$ cat src/rtl/div17.sv
// div17: multi-cycle signed divider, 17-bit 2's complement sample / 8-bit Q1.7 coefficient -> 17-bit quotient.
// Build macro ROUND_EN: round half away from zero; default truncates toward zero.
module div17 #(
  parameter int DW = 17,
  parameter int TW = 8
) (
  input  logic          clk,
  input  logic          rst_n,
  input  logic          in_valid,
  output logic          in_ready,
  input  logic [DW-1:0] in_17bit,
  input  logic [TW-1:0] in_8bit,
  output logic          out_valid,
  input  logic          out_ready,
  output logic [DW-1:0] out,
  output logic          ovf,
  output logic          dz
);
  localparam int NW = DW + TW - 1;
  localparam int CW = $clog2(NW);
  localparam logic [DW-1:0] POS_MAX = {1'b0, {(DW-1){1'b1}}};
  localparam logic [DW-1:0] NEG_MIN = {1'b1, {(DW-1){1'b0}}};

  typedef enum logic [2:0] {
    IDLE = 3'd0,
    LOAD = 3'd1,
    DIV  = 3'd2,
    FIX  = 3'd3,
    DONE = 3'd4
  } state_e;

  state_e        state_q, state_d;
  logic [DW-1:0] a_q, a_d;
  logic [TW-1:0] b_q, b_d;
  logic [TW-1:0] absb_q, absb_d;
  logic          sign_q, sign_d;
  logic          aneg_q, aneg_d;
  logic          zero_q, zero_d;
  logic [NW-1:0] num_q, num_d;
  logic [NW-1:0] quo_q, quo_d;
  logic [TW-1:0] rem_q, rem_d;
  logic [CW-1:0] cnt_q, cnt_d;
  logic [DW-1:0] out_q, out_d;
  logic          ovf_q, ovf_d;
  logic          dz_q, dz_d;
  logic          out_valid_q, out_valid_d;

  logic [DW-1:0] abs_a_s;
  logic [TW-1:0] abs_b_s;
  logic [TW:0]   rem_sh_s;
  logic          rem_ge_s;
  logic [NW:0]   qm_s;
  logic          pos_sat_s;
  logic          neg_sat_s;

  assign in_ready  = (state_q == IDLE);
  assign out_valid = out_valid_q;
  assign out       = out_q;
  assign ovf       = ovf_q;
  assign dz        = dz_q;

  // Operand magnitudes, one restoring step, and the (optionally rounded) quotient magnitude
  always_comb begin
    abs_a_s  = a_q[DW-1] ? (~a_q + {{(DW-1){1'b0}}, 1'b1}) : a_q;
    abs_b_s  = b_q[TW-1] ? (~b_q + {{(TW-1){1'b0}}, 1'b1}) : b_q;
    rem_sh_s = {rem_q, num_q[NW-1]};
    rem_ge_s = (rem_sh_s >= {1'b0, absb_q});
`ifdef ROUND_EN
    qm_s = ({rem_q, 1'b0} >= {1'b0, absb_q}) ? ({1'b0, quo_q} + {{NW{1'b0}}, 1'b1})
                                             : {1'b0, quo_q};
`else
    qm_s = {1'b0, quo_q};
`endif
    // Negative results may reach exactly 2^(DW-1); positive ones stop one short
    pos_sat_s = |qm_s[NW:DW-1];
    neg_sat_s = (|qm_s[NW:DW]) | (qm_s[DW-1] & (|qm_s[DW-2:0]));
  end

  // Next-state and datapath updates for the sequencer
  always_comb begin
    state_d     = state_q;
    a_d         = a_q;
    b_d         = b_q;
    absb_d      = absb_q;
    sign_d      = sign_q;
    aneg_d      = aneg_q;
    zero_d      = zero_q;
    num_d       = num_q;
    quo_d       = quo_q;
    rem_d       = rem_q;
    cnt_d       = cnt_q;
    out_d       = out_q;
    ovf_d       = ovf_q;
    dz_d        = dz_q;
    out_valid_d = out_valid_q;
    case (state_q)
      IDLE: begin
        if (in_valid) begin
          a_d     = in_17bit;
          b_d     = in_8bit;
          state_d = LOAD;
        end else begin
          state_d = IDLE;
        end
      end
      LOAD: begin
        sign_d  = a_q[DW-1] ^ b_q[TW-1];
        aneg_d  = a_q[DW-1];
        zero_d  = (b_q == {TW{1'b0}});
        absb_d  = abs_b_s;
        num_d   = {abs_a_s, {(TW-1){1'b0}}};
        quo_d   = {NW{1'b0}};
        rem_d   = {TW{1'b0}};
        cnt_d   = CW'(NW - 1);
        state_d = DIV;
      end
      DIV: begin
        rem_d = rem_ge_s ? TW'(rem_sh_s - {1'b0, absb_q}) : TW'(rem_sh_s);
        quo_d = {quo_q[NW-2:0], rem_ge_s};
        num_d = {num_q[NW-2:0], 1'b0};
        if (cnt_q == {CW{1'b0}}) begin
          state_d = FIX;
        end else begin
          cnt_d = cnt_q - CW'(1);
        end
      end
      FIX: begin
        dz_d        = zero_q;
        out_valid_d = 1'b1;
        state_d     = DONE;
        if (zero_q) begin
          out_d = aneg_q ? NEG_MIN : POS_MAX;
          ovf_d = 1'b0;
        end else if (!sign_q && pos_sat_s) begin
          out_d = POS_MAX;
          ovf_d = 1'b1;
        end else if (sign_q && neg_sat_s) begin
          out_d = NEG_MIN;
          ovf_d = 1'b1;
        end else begin
          // Negating a zero magnitude yields +0, so no negative zero escapes
          out_d = sign_q ? (~qm_s[DW-1:0] + {{(DW-1){1'b0}}, 1'b1}) : qm_s[DW-1:0];
          ovf_d = 1'b0;
        end
      end
      DONE: begin
        if (out_ready) begin
          out_valid_d = 1'b0;
          state_d     = IDLE;
        end else begin
          state_d = DONE;
        end
      end
      default: begin
        out_valid_d = 1'b0;
        state_d     = IDLE;
      end
    endcase
  end

  // State and datapath registers
  always_ff @(posedge clk or negedge rst_n) begin
    if (!rst_n) begin
      state_q     <= IDLE;
      a_q         <= {DW{1'b0}};
      b_q         <= {TW{1'b0}};
      absb_q      <= {TW{1'b0}};
      sign_q      <= 1'b0;
      aneg_q      <= 1'b0;
      zero_q      <= 1'b0;
      num_q       <= {NW{1'b0}};
      quo_q       <= {NW{1'b0}};
      rem_q       <= {TW{1'b0}};
      cnt_q       <= {CW{1'b0}};
      out_q       <= {DW{1'b0}};
      ovf_q       <= 1'b0;
      dz_q        <= 1'b0;
      out_valid_q <= 1'b0;
    end else begin
      state_q     <= state_d;
      a_q         <= a_d;
      b_q         <= b_d;
      absb_q      <= absb_d;
      sign_q      <= sign_d;
      aneg_q      <= aneg_d;
      zero_q      <= zero_d;
      num_q       <= num_d;
      quo_q       <= quo_d;
      rem_q       <= rem_d;
      cnt_q       <= cnt_d;
      out_q       <= out_d;
      ovf_q       <= ovf_d;
      dz_q        <= dz_d;
      out_valid_q <= out_valid_d;
    end
  end

endmodule
$ cat config.mk
export PLATFORM = sky130hd
export DESIGN_NAME = div17
export DESIGN_NICKNAME = d
export VERILOG_FILES = /design/src/rtl/div17.sv
export SDC_FILE = /design/constraint.sdc
export NUM_CORES = 1
export LEC_CHECK = 0
export CORE_ASPECT_RATIO = 1.1
export CORE_UTILIZATION = 40
export CTS_CLUSTER_SIZE = 20
export DETAILED_ROUTE_END_ITERATION = 7
export PLACE_DENSITY = 0.6
export SKIP_LAST_GASP = 1
export SLEW_MARGIN = 5
export SYNTH_ARGS = -nofsm -noshare
export SYNTH_HDL_FRONTEND = slang
export SYNTH_SLANG_ARGS = --single-unit
$ cat constraint.sdc
create_clock -name clk -period 3.6 [get_ports clk]
set_input_delay 0.72 -clock clk [delete_from_list [all_inputs] [get_ports clk]]
set_output_delay 0.72 -clock clk [all_outputs]
set_load 0.02 [all_outputs]
==> results of run 1 <==
kinds of logic (layout without fill, tap and decap cells):
family / Yosys count / in the layout / share of synthesized area (%)
AO/OA/AOI/OAI: 157 / 157 / 19.3
AND/OR/NAND/NOR: 142 / 142 / 12.5
buffers and inverters: 53 / 108 / 4.06
adder cells (fa/ha/maj): 15 / 15 / 3.39
multiplexers: 34 / 34 / 6.39
XOR/XNOR: 35 / 35 / 5.32
flip-flops: 113 / 113 / 49.1
cells in the final DEF, fill, tap and decap left out, types with 6 or more instances in the layout:
cell / netlist / final
dfrtp_1: 113 / 113
nand2_1: 59 / 59
clkdlybuf4s50_1: 0 / 48
o21ai_0: 46 / 46
xor2_1: 28 / 28
inv_1: 22 / 22
mux2_2: 22 / 22
a22o_1: 22 / 22
nor2_1: 20 / 19
a21oi_1: 18 / 18
nor3_1: 17 / 17
clkbuf_16: 0 / 17
a22oi_1: 14 / 14
ha_1: 14 / 14
mux2i_1: 12 / 12
o31ai_1: 8 / 8
nor2b_1: 8 / 8
nor4_1: 7 / 7
xnor2_1: 7 / 7
o21ai_1: 7 / 7
buf_4: 1 / 7
clkinv_2: 0 / 6
layout make-up:
| cell class | count | area (um2) | area share, % |
|---|---|---|---|
| tap | 188 | 235 | 3.39 |
| sequential | 113 | 2830 | 40.7 |
| inverter | 22 | 82.6 | 1.19 |
| timing repair buffer | 56 | 553 | 7.97 |
| clock inverter | 7 | 60.1 | 0.865 |
| multi-input combinational | 383 | 2710 | 39.0 |
| clock buffer | 23 | 478 | 6.89 |
stage by stage:
step,hold WS [ns],instances
floorplan,0.424,549
global placement,0.466,762
detailed placement,0.475,762
CTS,0.230,792
global route,0.253,792
finish,0.224,792
metal layers:
metal / part of all wire [%] / routed length [um] / GRT usage (%)
met1: 46 / 5330 / 21.8
met2: 49 / 5660 / 28.2
met4: 2.0 / 236 / 8.45
met5: 0 / 0 / 0
met3: 3.0 / 352 / 4.78
state kept, by name, indices dropped and copies added, names as in the netlist, 3 cells and up:
signal,cells
quo_q,24
a_q,17
num_q,17
out,17
absb_q,8
b_q,8
rem_q,8
cnt_q,5
state_q,3
power groups by stage:
stage	combinational, mW	sequential (mW)	clock (mW)
final	3.04	2.22	1.53
after global routing	3.44	2.30	1.61
after floorplan	2.34	2.14	0
after global placement	2.99	2.22	0
after detailed placement	3.06	2.24	0
after CTS	3.08	2.23	1.56
path summary, 6_finish.rpt:
check                                 end  slack, ns
min in group clk                absb_q[2]       0.48
worst min register to register  absb_q[2]       0.48
worst min-delay path               out[1]       0.22
worst max register to register    out[14]       0.94
max in group asynchronous       out_valid       2.60
worst max-delay path              out[14]       0.94
worst max-delay path, stage by stage, from the launching register on:
cell     delay (ns)
dfrtp_1        0.42
nor3_1         0.36
nand2_1        0.18
or3_1          0.39
or3_1          0.34
ha_1           0.25
nor2_4         0.13
o21ai_2        0.21
o31ai_1        0.29
==> results.yml, run 1 <==
outcome:
  outcome: "complete, no violations"
clock_network:
  root_buffer: "clkbuf_16"
  cts_buffers: 17
  cts-resized-gates: 0
  clockBufferDepth: 2
  post-cts-setup-buffers: 0
  clk_latency_ns: 0.42
  cts_htree_levels: 4
  clock_sinks: 113
  clkTransAtPathRegs_ns: 0.05
  cts_hold_buf: 0
  cts_tree: "yes"
pwr:
  pwr-share-comb_pct: 44.8
  p_total_mw: 6.78
  internal-power_mw: 4.10
  switchingPower_mw: 2.69
  powerDensity_nw_per_um2: 977
  power.leakage_nw: 3.05
  seq_power_share_pct: 32.8
  vdd_drop_max_uv: 451
  p_clk_share_pct: 22.5
  swShare_pct: 39.6
drt:
  drc: 0
  drt.antenna.violating_nets: 0
  drtIter0Drc: 227
  drt-pass1-iter-count: 4
  routed_wl_mm: 11.6
  viasPerCell: 5.38
  avgRoutedWirePerCell_um: 14.6
  vias: 4260
timing:
  rsz0062_at_grt: "false"
  worstMarginPinSlew_ns: 1.06
  finClkSkew_ns: 0.00839
  drv_slew: 0
  layout_setup_ws_ns: 0.940
  fin_tns_setup_ns: 0
  hold_viol: 0
  post-route-min-period_ns: 2.66
  finalCritPeriodShare_pct: 73.9
  relSlewSlack_pct: 29.1
  fmax_mhz: 376
  finalSetupViolCount: 0
synth:
  synth.area.top_cells: "dfrtp_1, mux2_2, xor2_1"
  synth_top_area_share_pct: 49.1
  postSynthAreaPerCell_um2: 10.5
  synth_nets: 593
  yosysMostFrequentCell: "dfrtp_1"
  synth_top_area_cell: "dfrtp_1"
  synth_ff_type: "dfrtp_1"
  synth-edff-count: 0
  async_flop_share_pct: 100
  syn_inst: 549
  yosysUniqueCellTypes: 57
  ys_seq_area_share_pct: 49.1
  yosys_warnings: 0
  synth.cell_area_um2: 5760
  ys_ff_latch: 113
  synth_common_cells: "dfrtp_1, nand2_1, o21ai_0"
worst_setup_path:
  startpoint_type: "flip-flop"
  cp.required_ns: 3.92
  setup.worst_path.end_class: "flip-flop"
  timing.rr.start: "quo_q[3]"
  crit_path_start: "quo_q[3]"
  reg2reg_depth: 8
  arrival_ns: 2.98
  critPathKind: "flip-flop to flip-flop"
  cp_max_fo: 15
cells_and_area:
  diodes: 0
  syn_to_final_growth_pct: 20.6
  nets: 637
  utilization_pct: 49.9
  drive_above_1_share_pct: 13.2
  design_area_um2: 6940
  num-fill-cells: 1316
placed_design:
  gp_congestion: 0.808
  port-buffer-count: 49
  dpl.hpwl_mm: 7.86
  place_area_um2: 6400
  place_ws_ns: 0.942
die:
  die_h_um: 128
  initial_core_util_pct: 41.4
  die_area_um2: 14900
  die_w_um: 116
  rows: 45
  top_level_ports: 50
  coreArea_um2: 13900
grt:
  antenna_found_initial: 0
  grt_overflow: 0
  grt_usage_pct: 17.6
  grt_pass1_vias: 4225
  grt_pass1_wl_mm: 20.1
  grt_max_degree: 87
run:
  max-cap-violations: 0
min_path:
  hp-class: "input pin to asynchronous set/reset pin"
Power figures use the tool's default switching activity.
==> run 2: changes to the inputs <==
--- a/config.mk
+++ b/config.mk
@@ -9,7 +9,7 @@
 export CORE_UTILIZATION = 40
 export CTS_CLUSTER_SIZE = 20
 export DETAILED_ROUTE_END_ITERATION = 7
-export PLACE_DENSITY = 0.6
+export PLACE_DENSITY = 0.62
 export SKIP_LAST_GASP = 1
 export SLEW_MARGIN = 5
 export SYNTH_ARGS = -nofsm -noshare
==> constraint.sdc (replaced) <==
create_clock -name clk -period 2.4 [get_ports clk]
set_input_delay 0.48 -clock clk [delete_from_list [all_inputs] [get_ports clk]]
set_output_delay 0.48 -clock clk [all_outputs]
set_load 0.02 [all_outputs]
==> run 2 against run 1 <==
Global-route usage rose by 0.59 points. Critical path depth is the same. Sequential cell count did not move. Sequential power up 49%. Power up 62%. Utilization rose by 2.7 points. Hold slack got worse by 0.16 ns. Non-clock buffer count grew 26. Die area unchanged. Setup slack worse by 0.84 ns. Final area rose by 5.5%. Fmax is 15% higher. Largest power group unchanged. Highest routed layer unchanged.
==> results.yml, run 2 (synthesis gave the netlist of run 1 again) <==
outcome:
  outcome: "complete, no violations"
timing:
  relSlewSlack_pct: 45.6
  rsz0062_at_grt: "true"
  post-route-min-period_ns: 2.30
  layout_setup_ws_ns: 0.0966
  finalSetupViolCount: 0
  hold_viol: 0
  finClkSkew_ns: 0.00664
  finalCritPeriodShare_pct: 96.0
  drv_slew: 0
  fmax_mhz: 434
  worstMarginPinSlew_ns: 0.809
clock_network:
  clock_sinks: 113
  clkTransAtPathRegs_ns: 0.05
  root_buffer: "clkbuf_16"
  clockBufferDepth: 2
  cts_htree_levels: 4
  cts_buffers: 17
  clk_latency_ns: 0.41
  cts_tree: "yes"
cells_and_area:
  final_cell_mix: "dfrtp_1, nand2_1, clkdlybuf4s50_1"
  utilization_pct: 52.7
  syn_to_final_growth_pct: 27.2
  diodes: 0
  largest-register: "quo_q"
  drive_above_1_share_pct: 18.4
  regArea_um2: 2830
  largest_register_ffs: 24
  num-fill-cells: 1253
  nets: 663
  multiInputGateArea_um2: 2760
  final_common_cell: "dfrtp_1"
  design_area_um2: 7320
  finalNonFillerCells: 820
die:
  initial_core_util_pct: 41.4
  die_h_um: 128
  rows: 45
  top_level_ports: 50
  coreArea_um2: 13900
  die_area_um2: 14900
  die_w_um: 116
grt:
  antenna_found_initial: 0
  grt_max_degree: 45
  top_usage_layer: "met2"
  grt_pass1_vias: 4335
  use_met3_pct: 5.44
  grt_usage_pct: 18.2
  grt_use_met2_pct: 29.4
  grt_pass1_wl_mm: 20.8
  grt_overflow: 0
  use_met1_pct: 23.4
drt:
  routed_wl_mm: 12.2
  viasPerCell: 5.26
  drtIter0Drc: 192
  vias: 4313
  drt-pass1-iter-count: 4
  drt.antenna.violating_nets: 0
  avgRoutedWirePerCell_um: 14.8
  drc: 0
worst_setup_path:
  cp_max_fo: 2
  setup.worst_path.end_class: "flip-flop"
  arrival_ns: 2.63
  startpoint_type: "flip-flop"
  cp.required_ns: 2.73
  critPathKind: "flip-flop to flip-flop"
pwr:
  seq_power_share_pct: 30.0
  vdd_drop_max_uv: 748
  swShare_pct: 37.9
  p_clk_share_pct: 24.4
  internal-power_mw: 6.84
  powerDensity_nw_per_um2: 1500
  power.leakage_nw: 3.26
  pwr-share-comb_pct: 45.6
  switchingPower_mw: 4.17
placed_design:
  dpl.cell_count: 787
  place_ws_ns: -0.0594
  place_area_um2: 6620
  dpl.hpwl_mm: 8.42
  gp_congestion: 0.790
  port-buffer-count: 49
min_path:
  hp-class: "input pin to asynchronous set/reset pin"
run:
  max-cap-violations: 0
==> run 2: changes by cell type in the layout (fill, tap and decap cells not counted), moves of 2 or more <==
cell,previous run,this run
bufinv_16,1,4
buf_4,7,31
buf_12,1,3
nor4_4,0,2
or3_1,5,3
or3_4,0,2
clkbuf_1,3,0
==> run 2: repair_timing <==
item	in CTS	in global routing
endpoints found under the setup margin	16	17
hold buffers	0	0
resized for setup	3	7
pin swaps	0	3
buffers inserted	0	1
==> run 2: area by class of cell <==
class                      count  share of cell area (%)
tap                          188                    3.21
clock buffer                  21                    6.56
multi-input combinational    383                    37.7
clock inverter                11                    2.15
sequential                   113                    38.6
inverter                      22                    1.13
timing repair buffer          82                    10.6
==> run 2: critical path, cell delays in order, from the launching register on <==
cell     delay, ns
dfrtp_1       0.40
nor4_4        0.32
nand2_1       0.09
or3_4         0.38
or3_4         0.34
ha_4          0.27
nor3_1        0.04
o31a_1        0.24
o21ai_0       0.15
==> run 2: worst paths after layout <==
| check | from | to | slack (ns) | cells after the start |
|---|---|---|---|---|
| worst max-delay path | quo_q[9] | out[16] | 0.1 | 8 |
| worst min-delay path | rst_n | out[0] | 0.07 | 1 |
| min in group clk | absb_q[4] | absb_q[4] | 0.48 | 2 |
| worst min register to register | absb_q[4] | absb_q[4] | 0.48 | 2 |
| max in group asynchronous | rst_n | absb_q[5] | 1.66 | 2 |
| worst max register to register | quo_q[9] | out[16] | 0.1 | 8 |
==> run 2: power groups by stage <==
| stage | logic, mW | registers, mW | clock network [mW] |
|---|---|---|---|
| finish | 5.02 | 3.30 | 2.68 |
| global route | 5.62 | 3.40 | 2.84 |
| CTS | 5.00 | 3.29 | 2.74 |
| detailed placement | 4.97 | 3.31 | 0 |
| global placement | 4.85 | 3.28 | 0 |
| floorplan | 3.51 | 3.21 | 0 |
==> run 2: layer usage <==
| layer | share of wire (%) | wire length [um] |
|---|---|---|
| met5 | 0 | 0 |
| met2 | 48 | 5890 |
| met4 | 0.70 | 85 |
| met1 | 47 | 5680 |
| met3 | 4.1 | 495 |
==> run 2: per-stage QoR <==
stage                     setup TNS (ns)  total power, mW  hold WS, ns
after floorplan                        0             6.72        0.184
after global placement           -0.0202             8.13        0.463
after detailed placement          -0.348             8.28        0.471
after CTS                       -0.00218             11.0       0.0687
after global routing             -0.0485             11.9       0.0914
final                                  0             11.0       0.0662
